$ cat src/rtl/if_fetch.sv
// if_fetch: instruction-fetch stage; owns the PC, fetches words over req/ack, buffers {inst, pc} for IF/ID.
//
// Ports:
//   clk_i, rst_i          clock, asynchronous active-high reset
//   mem_req_o/mem_addr_o  fetch request and word address (held until mem_ack_i)
//   mem_ack_i/mem_data_i  transfer completion and returned instruction
//   stall_i               downstream hold; head entry is not consumed
//   branch_en_i/_target_i redirect pulse and new PC; flushes buffer and wrong-path data
//   if_inst_o/if_PC_o     head entry, all-zero when if_valid_o=0
//   if_valid_o            head entry valid
//
// Build option: IF_FETCH_BUF2_EN selects a two-entry buffer for full-rate streaming;
// without it a single holding register is used.
module if_fetch #(
    parameter int              INST_W   = 16,
    parameter int              ADDR_W   = 16,
    parameter logic [ADDR_W-1:0] RESET_PC = '0
) (
    input  logic              clk_i,
    input  logic              rst_i,
    output logic              mem_req_o,
    output logic [ADDR_W-1:0] mem_addr_o,
    input  logic              mem_ack_i,
    input  logic [INST_W-1:0] mem_data_i,
    input  logic              stall_i,
    input  logic              branch_en_i,
    input  logic [ADDR_W-1:0] branch_target_i,
    output logic [INST_W-1:0] if_inst_o,
    output logic [ADDR_W-1:0] if_PC_o,
    output logic              if_valid_o
);
`ifdef IF_FETCH_BUF2_EN
    localparam int D = 2;
`else
    localparam int D = 1;
`endif
    localparam int CW = $clog2(D + 1);

    typedef enum logic {FETCH, DISCARD} state_t;

    state_t            r_state, w_state_nx;
    logic              r_req, w_req_nx;
    logic [ADDR_W-1:0] r_addr, w_addr_nx;
    logic [ADDR_W-1:0] r_pc, w_pc_nx;
    logic [CW-1:0]     r_count, w_count_nx;
    logic [INST_W-1:0] r_inst [D];
    logic [ADDR_W-1:0] r_ipc  [D];

    logic              w_ack, w_valid, w_pop, w_wr, w_pend;
    logic [CW-1:0]     w_fill, w_widx;

    assign w_ack   = r_req & mem_ack_i;
    assign w_pend  = r_req & ~mem_ack_i;
    assign w_valid = r_count != '0;
    assign w_pop   = w_valid & ~stall_i & ~branch_en_i;
    assign w_wr    = w_ack & (r_state == FETCH) & ~branch_en_i;
    assign w_fill  = r_count + CW'(w_wr) - CW'(w_pop);
    assign w_widx  = r_count - CW'(w_pop);

    assign mem_req_o  = r_req;
    assign mem_addr_o = r_addr;
    assign if_valid_o = w_valid;
    assign if_inst_o  = w_valid ? r_inst[0] : '0;
    assign if_PC_o    = w_valid ? r_ipc[0] : '0;

    always_comb begin
        w_state_nx = r_state;
        w_req_nx   = r_req;
        w_addr_nx  = r_addr;
        w_pc_nx    = r_pc;
        w_count_nx = w_fill;
        if (branch_en_i) begin
            // A request still in flight must complete at its old address; its data is then dropped.
            w_count_nx = '0;
            w_pc_nx    = branch_target_i;
            w_req_nx   = 1'b1;
            w_state_nx = w_pend ? DISCARD : FETCH;
            w_addr_nx  = w_pend ? r_addr : branch_target_i;
        end else if (r_state == DISCARD) begin
            w_state_nx = w_ack ? FETCH : DISCARD;
            w_addr_nx  = w_ack ? r_pc : r_addr;
        end else begin
            w_pc_nx   = w_ack ? r_pc + ADDR_W'(1) : r_pc;
            w_addr_nx = w_pc_nx;
            w_req_nx  = w_pend | (w_fill < CW'(D));
        end
    end

    always_ff @(posedge clk_i or posedge rst_i) begin
        if (rst_i) begin
            r_state <= FETCH;
            r_req   <= 1'b0;
            r_addr  <= RESET_PC;
            r_pc    <= RESET_PC;
            r_count <= '0;
        end else begin
            r_state <= w_state_nx;
            r_req   <= w_req_nx;
            r_addr  <= w_addr_nx;
            r_pc    <= w_pc_nx;
            r_count <= w_count_nx;
        end
    end

    // Entry 0 is the head; a pop shifts the queue down and a write lands behind the survivors.
    always_ff @(posedge clk_i) begin
        for (int i = 0; i < D; i++) begin
            if (w_wr && w_widx == CW'(i)) begin
                r_inst[i] <= mem_data_i;
                r_ipc[i]  <= r_addr;
            end else if (w_pop && i < D - 1) begin
                r_inst[i] <= r_inst[(i + 1) % D];
                r_ipc[i]  <= r_ipc[(i + 1) % D];
            end
        end
    end
endmodule
$ cat config.mk
export PLATFORM = sky130hd
export DESIGN_NAME = if_fetch
export DESIGN_NICKNAME = d
export VERILOG_FILES = /design/src/rtl/if_fetch.sv
export SDC_FILE = /design/constraint.sdc
export NUM_CORES = 1
export LEC_CHECK = 0
export ABC_AREA = 1
export CELL_PAD_IN_SITES_DETAIL_PLACEMENT = 1
export CELL_PAD_IN_SITES_GLOBAL_PLACEMENT = 2
export CORE_MARGIN = 4
export CORE_UTILIZATION = 28
export DETAILED_ROUTE_END_ITERATION = 7
export PLACE_DENSITY = 0.87
export SYNTH_ARGS = -nofsm -noshare
export SYNTH_HDL_FRONTEND = slang
export SYNTH_SLANG_ARGS = --single-unit
$ cat constraint.sdc
create_clock -name clk_i -period 2.9 [get_ports clk_i]
set_input_delay 0.435 -clock clk_i [delete_from_list [all_inputs] [get_ports clk_i]]
set_output_delay 0.435 -clock clk_i [all_outputs]
set_load 0.05 [all_outputs]
Word level (Yosys, flattened, before mapping)
Memory sizes are Yosys's and may differ from the RTL's.
Index checks and enable logic that the tools add are counted.
{"block": "word_totals", "reg_bits": 35, "latch_bits": 0, "ramBits": 32, "rom_bits": 0, "inputBits": 37, "out_inout_bits": 50, "word_cells": 47, "mem_count": 2}
{"name": "r_inst", "depth": 1, "word_bits": 16, "read_ports": 1, "rd_clocked_by_memory_dff": 0, "wr": 1, "line_no": "46", "text": "logic [INST_W-1:0] r_inst [D];"}
{"name": "r_ipc", "depth": 1, "word_bits": 16, "read_ports": 1, "rd_clocked_by_memory_dff": 0, "wr": 1, "line_no": "47", "text": "logic [ADDR_W-1:0] r_ipc [D];"}
{"block": "classes", "n_addsub": 4, "mul": 0, "div_mod_pow": 0, "n_lt_le_gt_ge": 1, "eq_ne": 3, "n_shift": 0, "mux": 18, "bitwise": 12, "reduce_logical": 2}
{"operator": "two-way mux 16 bit", "n": 9}
{"operator": "adder 16 x 1 -> 16 bit, second input constant", "n": 1}
{"operator": "two-way mux 1 bit", "n": 9}
{"operator": "bitwise AND 1 bit", "n": 6}
{"operator": "inverter 1 bit", "n": 5}
{"operator": "inequality test 2 bit, second input constant", "n": 2}
{"operator": "inequality test 3 x 2 -> 1 bit, second input constant", "n": 1}
{"operator": "AND reduction 2 bit", "n": 1}
{"operator": "subtractor 1 bit", "n": 2}
{"operator": "adder 1 bit", "n": 1}
{"operator": "logical AND 1 bit", "n": 1}
{"operator": "less-than comparator 1 bit, second input constant", "n": 1}
{"operator": "OR 1 bit", "n": 1}

Logic depth before layout (Yosys ltp)
Gate-level depths: netlist (run 1).
{"block": "logic_depth", "ltp_word": 9, "ltp_mapped": 11, "depth_no_buf": 11}

Worst setup path after synthesis (run 1)
OpenSTA, ideal clock, no wires.
{"block": "synth_path", "path_type": "flip-flop to flip-flop", "startpoint": "register r_req, in the netlist mem_req_o", "endpoint": "memory r_inst[0][0] (enable)", "setup_time_ns": 0.421, "arrival_ns": 2.420, "required_ns": 2.479, "slack_ns": 0.059, "path_stages_with_launch": 5, "n_path_buf": 0, "synth_period_minus_slack_ns": 2.841, "path_cell_list": "dfrtp_1 nand2_4 clkinv_1 nand2_2 nor2_1"}
{"block": "synth_via", "elab_chain_cells": 6}
{"item": "start: declaration", "line_no": "42", "text": "logic r_req, w_req_nx;"}
{"item": "start signal: assignment", "line_no": "98", "text": "r_req <= w_req_nx;"}
{"item": "bitwise AND 1 bit", "line_no": "52", "text": "assign w_ack = r_req & mem_ack_i;"}
{"item": "bitwise AND 1 bit (2 in a row)", "line_no": "56", "text": "assign w_wr = w_ack & (r_state == FETCH) & ~branch_en_i;"}
{"item": "logical AND 1 bit", "line_no": "108", "text": "if (w_wr && w_widx == CW'(i)) begin"}
{"item": "two-way mux 1 bit", "line_no": "108"}
{"item": "two-way mux 1 bit (not written as such)", "line_no": "109", "text": "r_inst[i] <= mem_data_i;"}
{"item": "end: declaration", "line_no": "46"}
No other way between the ends.

Final worst setup path (run 1)
{"block": "layout_path", "startpoint": "register r_count, in the netlist if_valid_o", "endpoint": "output port if_PC_o[2]"}
{"block": "layout_via", "elab_chain_cells": 1}
{"item": "start: declaration", "line_no": "45", "text": "logic [CW-1:0] r_count, w_count_nx;"}
{"item": "start signal: assignment", "line_no": "101", "text": "r_count <= w_count_nx;"}
{"item": "two-way mux 16 bit", "line_no": "64", "text": "assign if_PC_o = w_valid ? r_ipc[0] : '0;"}
{"item": "end: declaration", "line_no": "29", "text": "output logic [ADDR_W-1:0] if_PC_o,"}
No other way between the ends.

==> flow_summary_export.csv, run 1 <==
group,metric,value,unit
status,status,"finished, final reports clean",
placement,pre_cts_ws,0.733,ns
pwr,p_per_area,650,nW/um^2
cts,clkTransAtPathRegs,0.06,ns
sta,clock_skew,0.00445,ns
die,die_area,13100,um^2
cts,cts_resized,0,
drt,drtAntennaViolNets,0,
placement,dp.cells,594,
die,initial_core_util,28.9,%
final_layout,areaGrowthSynthToFinish,42.1,%
pwr,power,2.93,mW
hold_path,holdPathStages,0,
cts,root_buffer,"clkbuf_16",
die,ios,87,
placement,portBuffers,86,
sta,hold_viol,0,
sta,final-setup-viol-count,0,
yosys,yosysSeqAreaShare,57.8,%
grt,track_usage,14.0,%
cts,clk_latency,0.33,ns
cts,cts-buffers-inserted,9,
final_layout,antenna_cells,0,
pwr,pwr-share-clk,36.5,%
final_layout,fin_util,41.1,%
final_layout,mostFrequentLayoutCells,"nand2_1 (147), clkdlybuf4s50_1 (86), inv_1 (60)",
drt,drc_errors,0,
sta,slew_violations,0,
yosys,synth_seq_cells,67,
drt,routed_via_density,4.36,
cts,postCtsSetupBuffers,0,
die,die_x,114,um
die,core-area,11000,um^2
critical_path,reg2reg_to,"mem_addr_o[10]",
final_layout,n_fill_cell,1311,
pwr,peakVddDrop,0.000290,V
critical_path,crit_slowest_cell,"clkdlybuf4s50_1",
sta,setup_ws,0.605,ns
drt,vias,2662,
final_layout,fin_nets,503,
job,cap_violations,0,
final_layout,fin_area,4510,um^2
yosys,synth_cells,369,
yosys,ys_types,29,
final_layout,layoutNonFillerInstCount,610,
pwr,sw_frac_of_total,31.8,%
cts,cts_tree,"built",
pwr,seq_power_share,40.8,%
critical_path,crit_path_start_kind,"flip-flop",
placement,place_congestion,0.841,
drt,postRouteWirelength,8.69,mm
cts,cts_max_path_buffers,2,
grt,grt_pass1_vias,2831,
sta,holdWs,0.476,ns
final_layout,drive_above_1_share,10.4,%
cts,cts_hold_buf,0,
pwr,p_int,2.00,mW
hold_path,worstHoldStart,"mem_addr_o[2]",
placement,post_dp_cell_area,4220,um^2
die,die_y,114,um
grt,antenna_found_initial,0,
hold_path,hp-class,"flip-flop to flip-flop",
grt,grt_pass1_wl,14.2,mm
critical_path,rr_worst_depth,10,
hold_path,min_to,"r_ipc[0][2]",
sta,min_period_over_period,79.2,%
cts,clock_sinks,67,
critical_path,crit_required,2.47,ns
pwr,p_comb_share,22.7,%
critical_path,timing.critical_path.cells,"buf_4 > nand2_1 > inv_1 > clkdlybuf4s50_1",
die,row_count,38,
critical_path,regToRegSetupSlack,1.32,ns
critical_path,endpoint_kind,"output port",
pwr,power_switching,933,uW
placement,place_hpwl,6.62,mm
pwr,leakage,2.17,nW
sta,fmax,436,MHz
yosys,syn_area,3180,um^2
critical_path,critical_path_class,"flip-flop to output port",
drt,drt_first_pass_iters,4,
yosys,avgSynthCellArea,8.61,um^2
critical_path,r2r-start,"r_pc[1]",
yosys,ys_warn_count,0,
sta,rsz0062_at_grt,"false",
cts,htree_levels,3,
sta,post-route-min-period,2.30,ns
grt,grt_max_degree,36,
drt,drt_iter0_markers,89,
sta,relSlewSlack,64.0,%
yosys,syn-num-nets,407,
critical_path,cp_max_fo,19,
critical_path,arrival,1.86,ns
final_layout,layout_commonest_cell,"nand2_1",
sta,tightest_slew,0.538,ns
grt,grt_remaining_overflow,0,
critical_path,worst_path_largest_cell_delay,0.80,ns
drt,wl_per_cell,14.2,um
sta,fin_tns_setup,0,ns
worst max-delay path by stage:
stage,startpoint,to,slack (ns),cells after the start
after floorplan,mem_req_o,r_inst[0][0],0.06,4
after global placement,branch_en_i,r_ipc[0][3],0.77,5
after detailed placement,branch_en_i,r_inst[0][2],0.73,5
after CTS,if_valid_o,if_PC_o[14],0.56,4
after global routing,if_valid_o,if_PC_o[14],0.51,4
final,if_valid_o,if_PC_o[2],0.60,4
worst max-delay path, delay by kind of cell, from the launching register on:
kind | cells | cell delay (ns)
buf+inv | 3 | 1.10
flops | 1 | 0.36
simple gates | 1 | 0.08
per-layer routing:
layer | wire length (um) | GRT usage (%) | vias to the layer above
met3 | 476 | 3.81 | 11
met2 | 4330 | 23.5 | 71
met4 | 95 | 4.04 | 0
met5 | 0 | 0 | -
li1 | - | - | 1317
met1 | 3790 | 17.5 | 1263
power groups by stage:
| stage | Combinational, mW | Sequential [mW] | Clock (mW) |
|---|---|---|---|
| after global placement | 0.664 | 1.21 | 0 |
| after global routing | 0.722 | 1.21 | 1.16 |
| final | 0.666 | 1.20 | 1.07 |
| after CTS | 0.679 | 1.20 | 1.11 |
| after floorplan | 0.272 | 1.35 | 0 |
| after detailed placement | 0.676 | 1.21 | 0 |
area by class of cell:
cell class / instances / area [um^2] / area share (%)
clock buffers: 9 / 225 / 4.99
clock inverters: 7 / 68.8 / 1.53
inverters: 66 / 248 / 5.49
multi-input cells: 227 / 1040 / 23.0
flip-flops and latches: 67 / 1840 / 40.7
well taps: 140 / 175 / 3.88
repair buffers: 94 / 921 / 20.4
flip-flops by register name, indices dropped and copies added (netlist names):
name	cells
r_pc	16
if_valid_o	1
mem_req_o	1
r_state	1
r_inst	16
mem_addr_o	16
r_ipc	16
synthesized netlist by cell type (all sizes together):
master / n / area share, %
nand2: 157 / 20
inv: 63 / 7.4
dfrtp: 35 / 28
edfxtp: 32 / 30
nor2: 22 / 3.2
o21ai: 19 / 3.2
nand3: 15 / 2.7
buf: 5 / 1.5
clkbuf: 4 / 0.47
xor2: 4 / 1.1
clkinv: 3 / 0.35
a31oi: 2 / 0.39
nor3: 2 / 0.32
a21oi: 1 / 0.28
a22o: 1 / 0.28
ha: 1 / 0.39
o21a: 1 / 0.24
o21bai: 1 / 0.35
or2: 1 / 0.20
cells by family after synthesis:
logic type / Yosys count / share of synthesized area [%]
DFF: 67 / 57.8
and+or+nand+nor: 197 / 26.2
adders and majority gates: 1 / 0.394
AOI/OAI and AO/OA: 25 / 4.77
xor gates and xnor gates: 4 / 1.10
buffers and inverters: 75 / 9.73
(Power assumes the default switching activity.)
==> run 2, diff against run 1 <==
==> constraint.sdc (replaced) <==
create_clock -name clk_i -period 2.2 [get_ports clk_i]
set_input_delay 0.33 -clock clk_i [delete_from_list [all_inputs] [get_ports clk_i]]
set_output_delay 0.33 -clock clk_i [all_outputs]
set_load 0.05 [all_outputs]
==> run 2 against run 1 <==
Clock skew grew 0.0021 ns. Sequential power grew 32%. Critical path depth shrank 3. Sequential share of layout area shrank 3.2 points. Worst setup slack lost 0.36 ns. Via count grew 0.71%. Global-route usage grew 0.23 points. Design area grew 8.6%. Die area is the same. Wire length grew 2.0%. First-iteration DRC count grew 9.0%. Utilization grew 3.5 points. Critical endpoint is now mem_req_o. Largest power group unchanged.
==> flow_summary_export.csv, run 2 (synthesized netlist as in run 1, its figures left out) <==
group,metric,value,unit
grt,grt_remaining_overflow,0,
critical_path,critPathBufInv,1,
grt,grt_max_degree,36,
sta,fin_tns_setup,0,ns
critical_path,crit_slowest_cell,"clkdlybuf4s50_1",
final_layout,mostFrequentLayoutCells,"nand2_1 (147), inv_1 (60), clkdlybuf4s50_1 (53)",
pwr,p_comb_share,23.2,%
drt,drtAntennaViolNets,0,
drt,drt_iter0_markers,97,
drt,drt_first_pass_iters,4,
placement,place_hpwl,6.68,mm
critical_path,regToRegSetupSlack,0.64,ns
cts,cts_resized,0,
final_layout,layout_commonest_cell,"nand2_1",
grt,antenna_found_initial,0,
critical_path,cp_max_fo,4,
sta,fmax,510,MHz
critical_path,critical_path_class,"flip-flop to output port",
drt,drc_errors,0,
drt,vias,2681,
placement,post_dp_cell_area,4570,um^2
critical_path,crit_path_start_kind,"flip-flop",
pwr,peakVddDrop,0.000437,V
drt,routed_via_density,4.40,
cts,postCtsSetupBuffers,0,
final_layout,fin_area,4900,um^2
pwr,power_switching,1.29,mW
grt,track_usage,14.2,%
grt,grt_pass1_wl,14.3,mm
pwr,p_int,2.82,mW
pwr,p_per_area,840,nW/um^2
drt,wl_per_cell,14.5,um
die,die_area,13100,um^2
sta,final-setup-viol-count,0,
critical_path,worst_path_largest_cell_delay,0.86,ns
pwr,pwr-share-clk,38.5,%
die,core-area,11000,um^2
job,cap_violations,0,
critical_path,timing.critical_path.cells,"clkdlybuf4s50_1",
hold_path,hp-class,"input port to asynchronous set/reset pin",
cts,cts_tree,"built",
cts,cts_max_path_buffers,2,
sta,min_period_over_period,89.1,%
sta,holdWs,0.403,ns
final_layout,antenna_cells,0,
cts,clock_sinks,67,
final_layout,areaGrowthSynthToFinish,54.3,%
drt,postRouteWirelength,8.86,mm
die,ios,87,
cts,clk_latency,0.33,ns
sta,hold_viol,0,
critical_path,arrival,1.63,ns
critical_path,endpoint_kind,"output port",
cts,cts_hold_buf,0,
cts,clkTransAtPathRegs,0.06,ns
final_layout,drive_above_1_share,17.4,%
cts,cts-buffers-inserted,9,
critical_path,crit_required,1.87,ns
cts,htree_levels,3,
sta,slew_violations,0,
sta,clock_skew,0.00651,ns
placement,place_congestion,0.804,
die,row_count,38,
sta,post-route-min-period,1.96,ns
cts,root_buffer,"clkbuf_16",
pwr,leakage,2.35,nW
placement,portBuffers,86,
critical_path,cpLargestDelayFamily,"buffers and inverters",
die,initial_core_util,28.9,%
sta,relSlewSlack,64.8,%
pwr,sw_frac_of_total,31.4,%
grt,grt_pass1_vias,2804,
status,status,"finished, final reports clean",
final_layout,fin_nets,503,
pwr,seq_power_share,38.3,%
die,die_x,114,um
sta,tightest_slew,0.526,ns
die,die_y,114,um
sta,rsz0062_at_grt,"false",
[run 2: cell types whose count changed in the layout (fill, tap and decap cells not counted), sizes merged]
cell,change
buf,+33
clkinvlp,-1
clkinv,-1
bufinv,+1
inv,+1
clkdlybuf4s50,-33
[run 2: worst paths after layout]
path                               start       endpoint  depth (start not counted)
min reg2reg                mem_addr_o[4]    r_ipc[0][4]                          0
min in group clk_i         mem_addr_o[4]    r_ipc[0][4]                          0
max                            mem_req_o      mem_req_o                          1
max reg2reg                      r_pc[1]  mem_addr_o[6]                         10
min                                rst_i  mem_addr_o[6]                          3
max in group asynchronous          rst_i       r_pc[11]                          3
[run 2: metal layers]
layer / share of wire, % / wire length [um] / global-route usage [%] / up-vias
met1: 43 / 3850 / 17.0 / 1286
li1: - / - / - / 1322
met4: 1.0 / 90 / 3.56 / 0
met3: 5.1 / 451 / 4.07 / 9
met5: 0 / 0 / 0 / -
met2: 50 / 4470 / 24.9 / 64
[run 2: area by class of cell]
| class | instances | area [um^2] |
|---|---|---|
| repair buffers | 94 | 1280 |
| well taps | 140 | 175 |
| clock buffers | 9 | 225 |
| clock inverters | 7 | 101 |
| multi-input cells | 227 | 1040 |
| inverters | 66 | 248 |
| fillers | 1242 | 6080 |
| flip-flops and latches | 67 | 1840 |
[run 2: per-stage QoR]
step | power, mW | util [%] | worst slack (ns) | std cells
6_report | 4.12 | 44.6 | 0.240 | 610
5_1_grt | 4.31 | 44.6 | 0.201 | 610
4_1_cts | 4.17 | 44.6 | 0.221 | 610
3_5_place_dp | 2.57 | 41.6 | 0.222 | 594
3_3_place_gp | 2.55 | 41.6 | 0.226 | 594
2_1_floorplan | 2.13 | - | 0.229 | 369
[run 2: power by group through the flow]
stage / clock network (mW) / registers (mW) / logic (mW)
global placement: 0 / 1.60 / 0.944
finish: 1.58 / 1.58 / 0.957
floorplan: 0 / 1.77 / 0.361
global route: 1.68 / 1.60 / 1.03
CTS: 1.62 / 1.58 / 0.974
detailed placement: 0 / 1.60 / 0.965
